### src/rtl/mold_pkg.sv
// Shared widths, header layout and parser state for the MoldUDP64 splitter.
package mold_pkg;

  localparam int DATA_W = 64;
  localparam int KEEP_W = DATA_W / 8;
  localparam int LEN_W  = 16;

  // Header layout in bytes: session id, sequence number, message count.
  localparam logic [4:0] SID_LEN = 5'd10;
  localparam logic [4:0] SEQ_LEN = 5'd8;
  localparam logic [4:0] CNT_LEN = 5'd2;
  localparam logic [4:0] CNT_OFF = SID_LEN + SEQ_LEN;
  localparam logic [4:0] HDR_LEN = CNT_OFF + CNT_LEN;

  typedef enum logic [1:0] {
    ST_HDR     = 2'd0,
    ST_LEN     = 2'd1,
    ST_PAYLOAD = 2'd2,
    ST_DRAIN   = 2'd3
  } state_e;

  // Complete parser context; the state field doubles as the FSM debug view.
  typedef struct packed {
    state_e           state;
    logic [4:0]       hdr_cnt;   // header bytes seen so far
    logic             len_half;  // low byte of a length field already taken
    logic [7:0]       len_lo;    // that low byte
    logic [LEN_W-1:0] msg_left;  // messages still to finish in this packet
    logic [LEN_W-1:0] cur_len;   // L of the message being emitted
    logic [LEN_W-1:0] rem;       // payload bytes still owed for it
    logic             first;     // next payload byte opens the message
  } parse_t;

endpackage

### src/rtl/mold_len_cnt.sv
// Walks the lanes of one beat from start_lane_i upward, advancing the parser
// context byte by byte and collecting the lanes of a single payload segment.
// When a second message's payload would begin inside the same beat, the walk
// stops there and reports the lane so the beat can be re-presented.
module mold_len_cnt
  import mold_pkg::*;
(
  input  parse_t              cur_i,
  input  logic [2:0]          start_lane_i,
  input  logic [KEEP_W-1:0]   tkeep_i,
  input  logic [DATA_W-1:0]   tdata_i,
  output parse_t              nxt_o,
  output logic [KEEP_W-1:0]   mask_o,
  output logic                start_o,
  output logic [LEN_W-1:0]    len_o,
  output logic                split_o,
  output logic [2:0]          split_lane_o
);

  parse_t            p;
  logic [KEEP_W-1:0] mask;
  logic              sstart;
  logic [LEN_W-1:0]  slen;
  logic              split;
  logic [2:0]        slane;
  logic              stop;
  logic [7:0]        b;

  // Byte-serial parse of every kept lane at or above the resume lane.
  always_comb begin
    p      = cur_i;
    mask   = '0;
    sstart = 1'b0;
    slen   = '0;
    split  = 1'b0;
    slane  = 3'd0;
    stop   = 1'b0;
    b      = 8'h00;
    for (int k = 0; k < KEEP_W; k++) begin
      b = tdata_i[8*k +: 8];
      if (!stop && (k >= int'(start_lane_i)) && tkeep_i[k]) begin
        case (p.state)
          ST_HDR: begin
            if (p.hdr_cnt == CNT_OFF)         p.msg_left[7:0]  = b;
            if (p.hdr_cnt == CNT_OFF + 5'd1)  p.msg_left[15:8] = b;
            if (p.hdr_cnt == HDR_LEN - 5'd1) begin
              p.len_half = 1'b0;
              p.state    = (p.msg_left != '0) ? ST_LEN : ST_DRAIN;
            end
            p.hdr_cnt = p.hdr_cnt + 5'd1;
          end
          ST_LEN: begin
            if (!p.len_half) begin
              p.len_lo   = b;
              p.len_half = 1'b1;
            end else begin
              p.len_half = 1'b0;
              if ({b, p.len_lo} == '0) begin
                // Empty message: counts as done, nothing to emit.
                p.msg_left = p.msg_left - 16'd1;
                if (p.msg_left == '0) p.state = ST_DRAIN;
              end else begin
                p.cur_len = {b, p.len_lo};
                p.rem     = {b, p.len_lo};
                p.first   = 1'b1;
                p.state   = ST_PAYLOAD;
              end
            end
          end
          ST_PAYLOAD: begin
            if (p.first && (mask != '0)) begin
              stop  = 1'b1;
              split = 1'b1;
              slane = 3'(k);
            end else begin
              mask[k] = 1'b1;
              if (p.first) sstart = 1'b1;
              p.first = 1'b0;
              slen    = p.cur_len;
              p.rem   = p.rem - 16'd1;
              if (p.rem == '0) begin
                p.msg_left = p.msg_left - 16'd1;
                p.len_half = 1'b0;
                p.state    = (p.msg_left == '0) ? ST_DRAIN : ST_LEN;
              end
            end
          end
          default: ;
        endcase
      end
    end
    nxt_o        = p;
    mask_o       = mask;
    start_o      = sstart;
    len_o        = slen;
    split_o      = split;
    split_lane_o = slane;
  end

endmodule

### src/rtl/top.sv
// MoldUDP64 message splitter: parses the UDP payload stream and emits message
// payload beats with a lane mask, one message segment per cycle.
// Handshake: a beat transfers on a cycle where tvalid and tready are both 1.
// tready is 0 during reset and on cycles where the presented beat still holds
// another message's payload segment; the source must hold the beat stable.
module top
  import mold_pkg::*;
#(
  parameter int AXI_DATA_W = 64,
  parameter int AXI_KEEP_W = AXI_DATA_W / 8,
  parameter int ML_W       = 16
) (
  input  logic                  clk,
  input  logic                  nreset,
  input  logic                  upd_axis_tvalid_i,
  input  logic [AXI_KEEP_W-1:0] upd_axis_tkeep_i,
  input  logic [AXI_DATA_W-1:0] upd_axis_tdata_i,
  input  logic                  upd_axis_tlast_i,
  input  logic                  upd_axis_tuser_i,
  output logic                  upd_axis_tready_o,
  output logic                  mold_msg_v_o,
  output logic                  mold_msg_start_o,
  output logic [ML_W-1:0]       mold_msg_len_o,
  output logic [AXI_KEEP_W-1:0] mold_msg_mask_o,
  output logic [AXI_DATA_W-1:0] mold_msg_data_o
);

  parse_t ps_q, ps_d, walk_nxt;
  logic [2:0] pos_q, pos_d;

  logic                  v_q, v_d;
  logic                  start_q, start_d;
  logic [ML_W-1:0]       len_q, len_d;
  logic [AXI_KEEP_W-1:0] mask_q, mask_d;
  logic [AXI_DATA_W-1:0] data_q, data_d;

  logic [KEEP_W-1:0] walk_mask;
  logic              walk_start;
  logic [LEN_W-1:0]  walk_len;
  logic              walk_split;
  logic [2:0]        walk_lane;
  logic              proc;
  logic              stall;

  mold_len_cnt u_len_cnt (
    .cur_i        (ps_q),
    .start_lane_i (pos_q),
    .tkeep_i      (upd_axis_tkeep_i),
    .tdata_i      (upd_axis_tdata_i),
    .nxt_o        (walk_nxt),
    .mask_o       (walk_mask),
    .start_o      (walk_start),
    .len_o        (walk_len),
    .split_o      (walk_split),
    .split_lane_o (walk_lane)
  );

  // An errored beat is never split: it is taken whole and dropped.
  assign proc  = upd_axis_tvalid_i && !nreset;
  assign stall = proc && !upd_axis_tuser_i && walk_split;
  assign upd_axis_tready_o = !nreset && !stall;

  // Next parser context and next registered output for the presented beat.
  always_comb begin
    ps_d    = ps_q;
    pos_d   = pos_q;
    v_d     = 1'b0;
    start_d = 1'b0;
    len_d   = '0;
    mask_d  = '0;
    data_d  = '0;
    if (proc) begin
      if (upd_axis_tuser_i) begin
        ps_d.state = ST_DRAIN;
        pos_d      = 3'd0;
      end else begin
        ps_d  = walk_nxt;
        pos_d = walk_split ? walk_lane : 3'd0;
        if (walk_mask != '0) begin
          v_d     = 1'b1;
          start_d = walk_start;
          len_d   = walk_len;
          mask_d  = walk_mask;
          data_d  = upd_axis_tdata_i;
        end
      end
      // Packet end: whatever was in progress, the next beat is header beat 0.
      if (upd_axis_tlast_i && !stall) begin
        ps_d  = '0;
        pos_d = 3'd0;
      end
    end
  end

  // Parser context and output registers.
  always_ff @(posedge clk) begin
    if (nreset) begin
      ps_q    <= '0;
      pos_q   <= 3'd0;
      v_q     <= 1'b0;
      start_q <= 1'b0;
      len_q   <= '0;
      mask_q  <= '0;
      data_q  <= '0;
    end else begin
      ps_q    <= ps_d;
      pos_q   <= pos_d;
      v_q     <= v_d;
      start_q <= start_d;
      len_q   <= len_d;
      mask_q  <= mask_d;
      data_q  <= data_d;
    end
  end

  assign mold_msg_v_o     = v_q;
  assign mold_msg_start_o = start_q;
  assign mold_msg_len_o   = len_q;
  assign mold_msg_mask_o  = mask_q;
  assign mold_msg_data_o  = data_q;

endmodule

### config.mk
export PLATFORM = sky130hd
export DESIGN_NAME = top
export DESIGN_NICKNAME = d
export VERILOG_FILES = /design/src/rtl/mold_pkg.sv /design/src/rtl/mold_len_cnt.sv /design/src/rtl/top.sv
export SDC_FILE = /design/constraint.sdc
export NUM_CORES = 2
export LEC_CHECK = 0
export ABC_AREA = 0
export BUFFER_PORTS_ARGS = -buffer_cell sky130_fd_sc_hd__buf_2
export CELL_PAD_IN_SITES_DETAIL_PLACEMENT = 0
export CELL_PAD_IN_SITES_GLOBAL_PLACEMENT = 1
export CORE_MARGIN = 1.5
export CORE_UTILIZATION = 46
export CTS_CLUSTER_DIAMETER = 60
export DETAILED_ROUTE_END_ITERATION = 8
export HOLD_SLACK_MARGIN = 0.1
export PLACE_DENSITY = 0.82
export SLEW_MARGIN = 30
export SYNTH_ARGS = -nofsm -noshare
export SYNTH_HDL_FRONTEND = slang
export SYNTH_SLANG_ARGS = --single-unit
### constraint.sdc
create_clock -name clk -period 27.2 [get_ports clk]
set_input_delay 5.44 -clock clk [delete_from_list [all_inputs] [get_ports clk]]
set_output_delay 5.44 -clock clk [all_outputs]
set_load 0.02 [all_outputs]
### After elaboration in Yosys (flattened, before gate mapping)

Index checks and enable logic that the tools add are counted.

| storage, ports and cells | value |
|---|---|
| register bits after elaboration | 158 |
| latch bits | 0 |
| bits in writable memories | 0 |
| memory bits (read-only) | 0 |
| input bits | 77 |
| output and inout bits | 91 |
| word-level logic and storage cells | 550 |
| memories kept | 0 |

| cells by class | value |
|---|---|
| add/sub/neg operators | 24 |
| $mul | 0 |
| div/mod/pow operators | 0 |
| order comparisons | 7 |
| eq/ne operators | 33 |
| shift-type cells | 0 |
| muxes and demuxes | 386 |
| bitwise operators | 2 |
| reduce and logical (&&, ||, !) cells | 84 |

Operators with widths:

| operator | number |
|---|---|
| 16-bit two-way mux | 54 |
| 65-bit two-way mux | 9 |
| 8-bit two-way mux | 64 |
| 49-bit two-way mux | 8 |
| 16-bit logical NOT | 24 |
| 16-bit case mux with 3 select lines | 8 |
| 17-bit case mux with 2 select lines | 8 |
| 33-bit two-way mux | 8 |
| 16-bit by 1-bit subtractor with 16-bit output (second input constant) | 16 |
| 2-bit two-way mux | 64 |
| 16-bit nonzero test | 8 |
| 17-bit two-way mux | 7 |
| 1-bit two-way mux | 108 |
| 5-bit equality test (second input constant) | 16 |
| 3-bit two-way mux | 23 |
| 63-bit two-way mux | 1 |
| 2-bit case mux with 3 select lines | 8 |
| 5-bit by 1-bit adder with 5-bit output (second input constant) | 8 |
| 5-bit two-way mux | 8 |
| 1-bit logical AND | 25 |
| 1-bit case mux with 3 select lines | 8 |
| 2-bit by 1-bit equality test with 1-bit output (second input constant) | 8 |
| 2-bit equality test (second input constant) | 8 |
| 2-bit logical NOT | 8 |
| 16 further kinds | 29 |

### Longest topological paths before layout

| depth | value |
|---|---|
| depth in word-level cells | 74 |
| mapped depth | 92 |
| depth with buffers taken out | 85 |

### Modules after synthesis

Synthesis repeated with hierarchy kept, for this count alone.

| unflattened totals | value |
|---|---|
| cell total of the unflattened synthesis | 4683 |
| area total of the unflattened synthesis | 30920.9 µm² |

By module, submodules not included:

| module | instances | cells each | area an instance (µm²) | sequential area each (µm²) |
|---|---|---|---|---|
| mold_len_cnt | 1 | 4323 | 26307.7 | 0.0 |
| top | 1 | 360 | 4613.2 | 3163.0 |

### Worst setup path after synthesis

OpenSTA, ideal clock, no wires.

| timing path | value |
|---|---|
| path type | input-to-output |
| start point | input port upd_axis_tkeep_i[0] |
| end point | output port upd_axis_tready_o |
| arrival time | 20.695 ns |
| data required time | 21.760 ns |
| slack | 1.065 ns |
| stages | 72 |
| buffers on the path | 8 |
| cells stage by stage | or4b_1 -> buf_2 -> nor2_1 -> clkbuf_1 -> clkbuf_1 -> and4_1 -> a21oi_1 -> o21ai_1 -> inv_1 -> ha_1 -> nor4bb_1 -> nand2_1 -> a211o_1 -> clkbuf_1 -> a22oi_1 -> a22o_1 -> inv_2 -> ha_1 -> [... 36 more ...] -> a311oi_1 -> nand2_1 -> clkbuf_1 -> a221oi_1 -> ha_1 -> nand4_1 -> o32ai_1 -> a22oi_1 -> or4_1 -> buf_2 -> or2_1 -> a211oi_1 -> nor2_1 -> inv_1 -> ha_1 -> nand3_1 -> a21oi_1 -> nor2_1 |

| on the way | value |
|---|---|
| word-level cells in the longest chain between the ends | 46 |

RTL lines:

| element | line | source |
|---|---|---|
| start, declared | top.sv:16 | `input logic [AXI_KEEP_W-1:0] upd_axis_tkeep_i,` |
| 1-bit logical AND (*) | mold_len_cnt.sv:41 | `if (!stop && (k >= int'(start_lane_i)) && tkeep_i[k]) begin` |
| parallel branches: the longest is 41 deep, another holds 16-bit by 1-bit subtractor with 16-bit output | n/a |  |
| 1-bit two-way mux (*) | mold_len_cnt.sv:41 |  |
| 1-bit logical AND (*) | top.sv:60 | `assign stall = proc && !upd_axis_tuser_i && walk_split;` |
| 1-bit logical NOT (*) | top.sv:61 | `assign upd_axis_tready_o = !nreset && !stall;` |
| 1-bit logical AND (*) | top.sv:61 |  |
| end, declared | top.sv:20 | `output logic upd_axis_tready_o,` |

Every way passes the cells marked *. The select of a mux whose other input is x is not followed.

### Final worst setup path

Ends and elaborated chain as after synthesis.

==> metrics.txt <==
status=finished, violations left; violated checks=design-rule violations; number of hold violations in the final report=0; Top-Level Pins=between 150 and 200; overall fraction of global-route tracks in use=between 40% and 50%; Synth Area in XOR/XNOR=3.58%; adder and majority gate portion of the synthesized area=under 10%; vias post-DR=between 40000 and 50000; biggest area consumer among synthesized cells=dfxtp_1; Area after DPL=between 30000 and 40000 um^2; Finished Cell Area=between 30000 and 40000 um^2; remaining global-route overflow=0; distinct cell type count of the synthesized netlist=132; cell repeated most along the worst path=buf_4; per-cell routed wire length=30.5 um; cell at the root of the clock tree=clkbuf_16; Synth-to-Final Area Change=13.6%; maximum number of pins on one net before global-route repair=66; fraction of layout instances using a drive strength above 1=17.4%; number of violations of the max-capacitance limit=0; Setup WS post-layout=607 ps; yosys warns=0; clock skew after layout=25.7 ps; Netlist Area Pre-Place=about 30000 um^2; drt via density=7.36; top cells by area, synth=dfxtp_1 10%, nand2_1 6.7%, nor2_1 5.6%, a21oi_1 5.6%, o21ai_0 4.8%; Post-Place Setup Slack=-543 ps; number of input and output port buffers inserted=around 170; proportion of netlist area held by the largest area contributor=about a tenth; post-synthesis compound-gate area fraction=about two fifths; share of synthesized cell area in and, or, nand and nor gates=around a third; number of nets in the final layout=between 5000 and 6000; Slew HR=a little under a quarter; type of the setup path with the least slack=input port to primary output; Crit. End Element=primary output; Slowest Stage Delay on Critical Path=around 640 ps; Die Footprint=68400 um^2; most common flop cell mapped by yosys=dfxtp_1; insertion delay to the later sink of the worst-skew pair=between 500 and 600 ps; core area=approximately 66000 um^2; type of element launching the critical path=input port; required arrival time at the worst endpoint=between 20000 and 25000 ps; Die Wd=between 200 and 300 um; min cycle time layout=26590 ps; DIE HEIGHT=~260 um; sequential share of the synthesized area=about a tenth; clock buffer count from CTS=17; clock buffer depth=2; total detailed-routing wirelength=roughly 170000 um; DPL Wire Length=between 100000 and 150000 um; vias in the first global route=between 30000 and 40000; clock input transition at the sequential cells of the worst setup and hold paths=about 70 ps; number of nets with antenna violations after routing=0; proportion of synthesized area in mux cells=under 10%; Least-Margin Pin Slew=between 1000 and 1500 ps; Power Dens Cells=approximately 90 nW/um^2; data arrival at the endpoint of the critical path=~21000 ps; Post-synth EDFFs=0; final number of setup-violating endpoints=0; Avg Inst Size Synth=6.60 um^2; maximum clock frequency=roughly 0.038 GHz; fraction of the cycle the final worst path needs=a little over nine tenths; Hold WC Path Type=flip-flop to flip-flop; Overall Power=0.00306 W; antenna violations before repair=2; TritonCTS clock tree=done; synthesized net count=roughly 4800; violation count after the first detailed-route iteration=7029; post-synthesis instance total=roughly 4700; main combinational cell family by area after synthesis=compound AO/OA/AOI/OAI gates; number of H-tree levels=4; first-pass iteration count of the detailed router=9; ys async rst share=0%; leakage component of the power=13.7 nW; Routability Congestion=between 1 and 1.5; CP max FO=15; flip-flop and latch count after synthesis=approximately 160; number of hold-repair buffers added at the cts stage=0; VDD IR-drop max=just under 0.08 mV; cell row count=between 90 and 100; Max Transition Viols Final=0; starting density of the core=approximately 47%; clock net sink count=between 150 and 200; Critical Path Slowest Stage Cell=or4_4; Diodes inserted=0; DRC errors left=8; wire length of the first global-routing pass=between 200000 and 300000 um
[flip-flops by register name (all words and copies together), names as in the netlist]
name	flops
mold_msg_len_o	16
mold_msg_mask_o	8
mold_msg_start_o	1
mold_msg_data_o	64
pos_q	3
mold_msg_v_o	1
ps_q	65
[report_power, final]
part	leakage (nW)	internal (W)	switching, W
Combinational	12.1	0.000831	0.00171
Sequential	1.28	0.000243	0.0000174
Clock	0.275	0.000130	0.000134
Total	13.7	0.00120	0.00186
[synth_stat cells, types with 20 or more instances]
| library cell | n |
|---|---|
| a211o_1 | 40 |
| a211oi_1 | 85 |
| a21o_1 | 43 |
| a21oi_1 | 343 |
| a221o_1 | 29 |
| a221oi_1 | 30 |
| a22o_1 | 24 |
| a22oi_1 | 75 |
| a311oi_1 | 29 |
| a31o_2 | 24 |
| a31oi_1 | 65 |
| and2_1 | 104 |
| and3_1 | 66 |
| and4_1 | 22 |
| buf_2 | 28 |
| clkbuf_1 | 237 |
| dfxtp_1 | 158 |
| ha_1 | 80 |
| inv_1 | 122 |
| mux2_2 | 54 |
| mux2i_1 | 98 |
| nand2_1 | 553 |
| nand2b_1 | 42 |
| nand3_1 | 190 |
| nand4_1 | 88 |
| nor2_1 | 462 |
| nor3_1 | 160 |
| nor4_1 | 82 |
| o2111ai_1 | 20 |
| o211ai_1 | 80 |
| o21a_1 | 34 |
| o21ai_0 | 294 |
| o21ai_1 | 28 |
| o221ai_1 | 25 |
| o22ai_1 | 67 |
| o31a_1 | 20 |
| o31ai_1 | 43 |
| or2_2 | 39 |
| or3_1 | 37 |
| or4_1 | 41 |
| xnor2_1 | 90 |
| xor2_1 | 34 |
[worst max-delay path: cells and delay by family]
kind	cells	cell delay [ps]
buf+inv	18	2880
compound gates	30	5780
simple gates	21	5450
fa+ha+maj	6	1520
[layer usage]
layer | part of all wire (%) | wire length, um | global-route usage [%] | vias up
li1 | - | - | - | 18371
met1 | 39 | 67500 | 64.8 | 19695
met2 | 39 | 68600 | 68.4 | 3448
met3 | 14 | 24900 | 15.1 | 682
met4 | 7.8 | 13500 | 31.2 | 0
met5 | 0 | 0 | 0 | -
[kinds of logic after synthesis]
logic type / Yosys count
AO/OA/AOI/OAI: 1688
XOR/XNOR: 125
adder cells (fa/ha/maj): 80
buffers and inverters: 426
flip-flops: 158
multiplexers: 152
AND/OR/NAND/NOR: 2033
[cells in the final DEF (no fill, tap or decap), drive strengths merged, types with 30 or more instances in the layout]
master,synthesis,layout
a211o,40,40
inv,123,128
nor3,168,168
mux2,54,54
xor2,34,34
nor4,91,91
buf,59,475
nand4,90,90
o21a,34,34
or4,46,46
or2,45,45
o21ai,325,325
a211oi,89,89
xnor2,91,91
dfxtp,158,158
a21o,43,43
o31ai,51,51
ha,80,80
a21oi,351,351
nand3,193,193
a221oi,37,37
nand2,555,555
a22oi,76,76
nor2,466,466
a31oi,69,69
a221o,30,30
o22ai,67,67
mux2i,98,98
and2,109,109
and3,67,67
a311oi,30,30
o211ai,82,82
nand2b,42,42
or3,38,38
[timing repair]
action	4_1_cts	5_1_grt
pin swaps	2	18
setup buffers	2	15
resized for setup	7	103
endpoints found under the setup margin	1	1
[stage by stage]
step	hold slack [ps]	TNS, ps	utilization [%]	cells
floorplan	442	0	-	4662
detailed placement	463	-543	51.1	5684
finish	472	0	53.0	5731
global placement	454	-461	51.1	5683
global route	497	-67.7	53.0	5731
CTS	474	0	52.1	5716
[path summary, 6_finish.rpt]
check,depth (start not counted),from,slack (ps),endpoint
worst max-delay path,75,upd_axis_tkeep_i[0],610,upd_axis_tready_o
worst min-delay path,2,ps_q[20]$_SDFFE_PP0P_,470,ps_q[20]$_SDFFE_PP0P_
worst max register to register,82,ps_q[33]$_SDFFE_PP0P_,6100,mold_msg_data_o[34]$_SDFF_PP0_
worst min register to register,2,ps_q[20]$_SDFFE_PP0P_,470,ps_q[20]$_SDFFE_PP0P_
[area by class of cell]
| type | count | area, um^2 |
|---|---|---|
| Clock inverter | 12 | 128 |
| Tap cell | 864 | 1080 |
| Multi-Input combinational cell | 4078 | 26500 |
| Fill cell | 6826 | 31000 |
| Timing Repair Buffer | 475 | 3160 |
| Sequential cell | 158 | 3160 |
| Inverter | 126 | 475 |
| Clock buffer | 18 | 439 |
(Power assumes the default switching activity.)
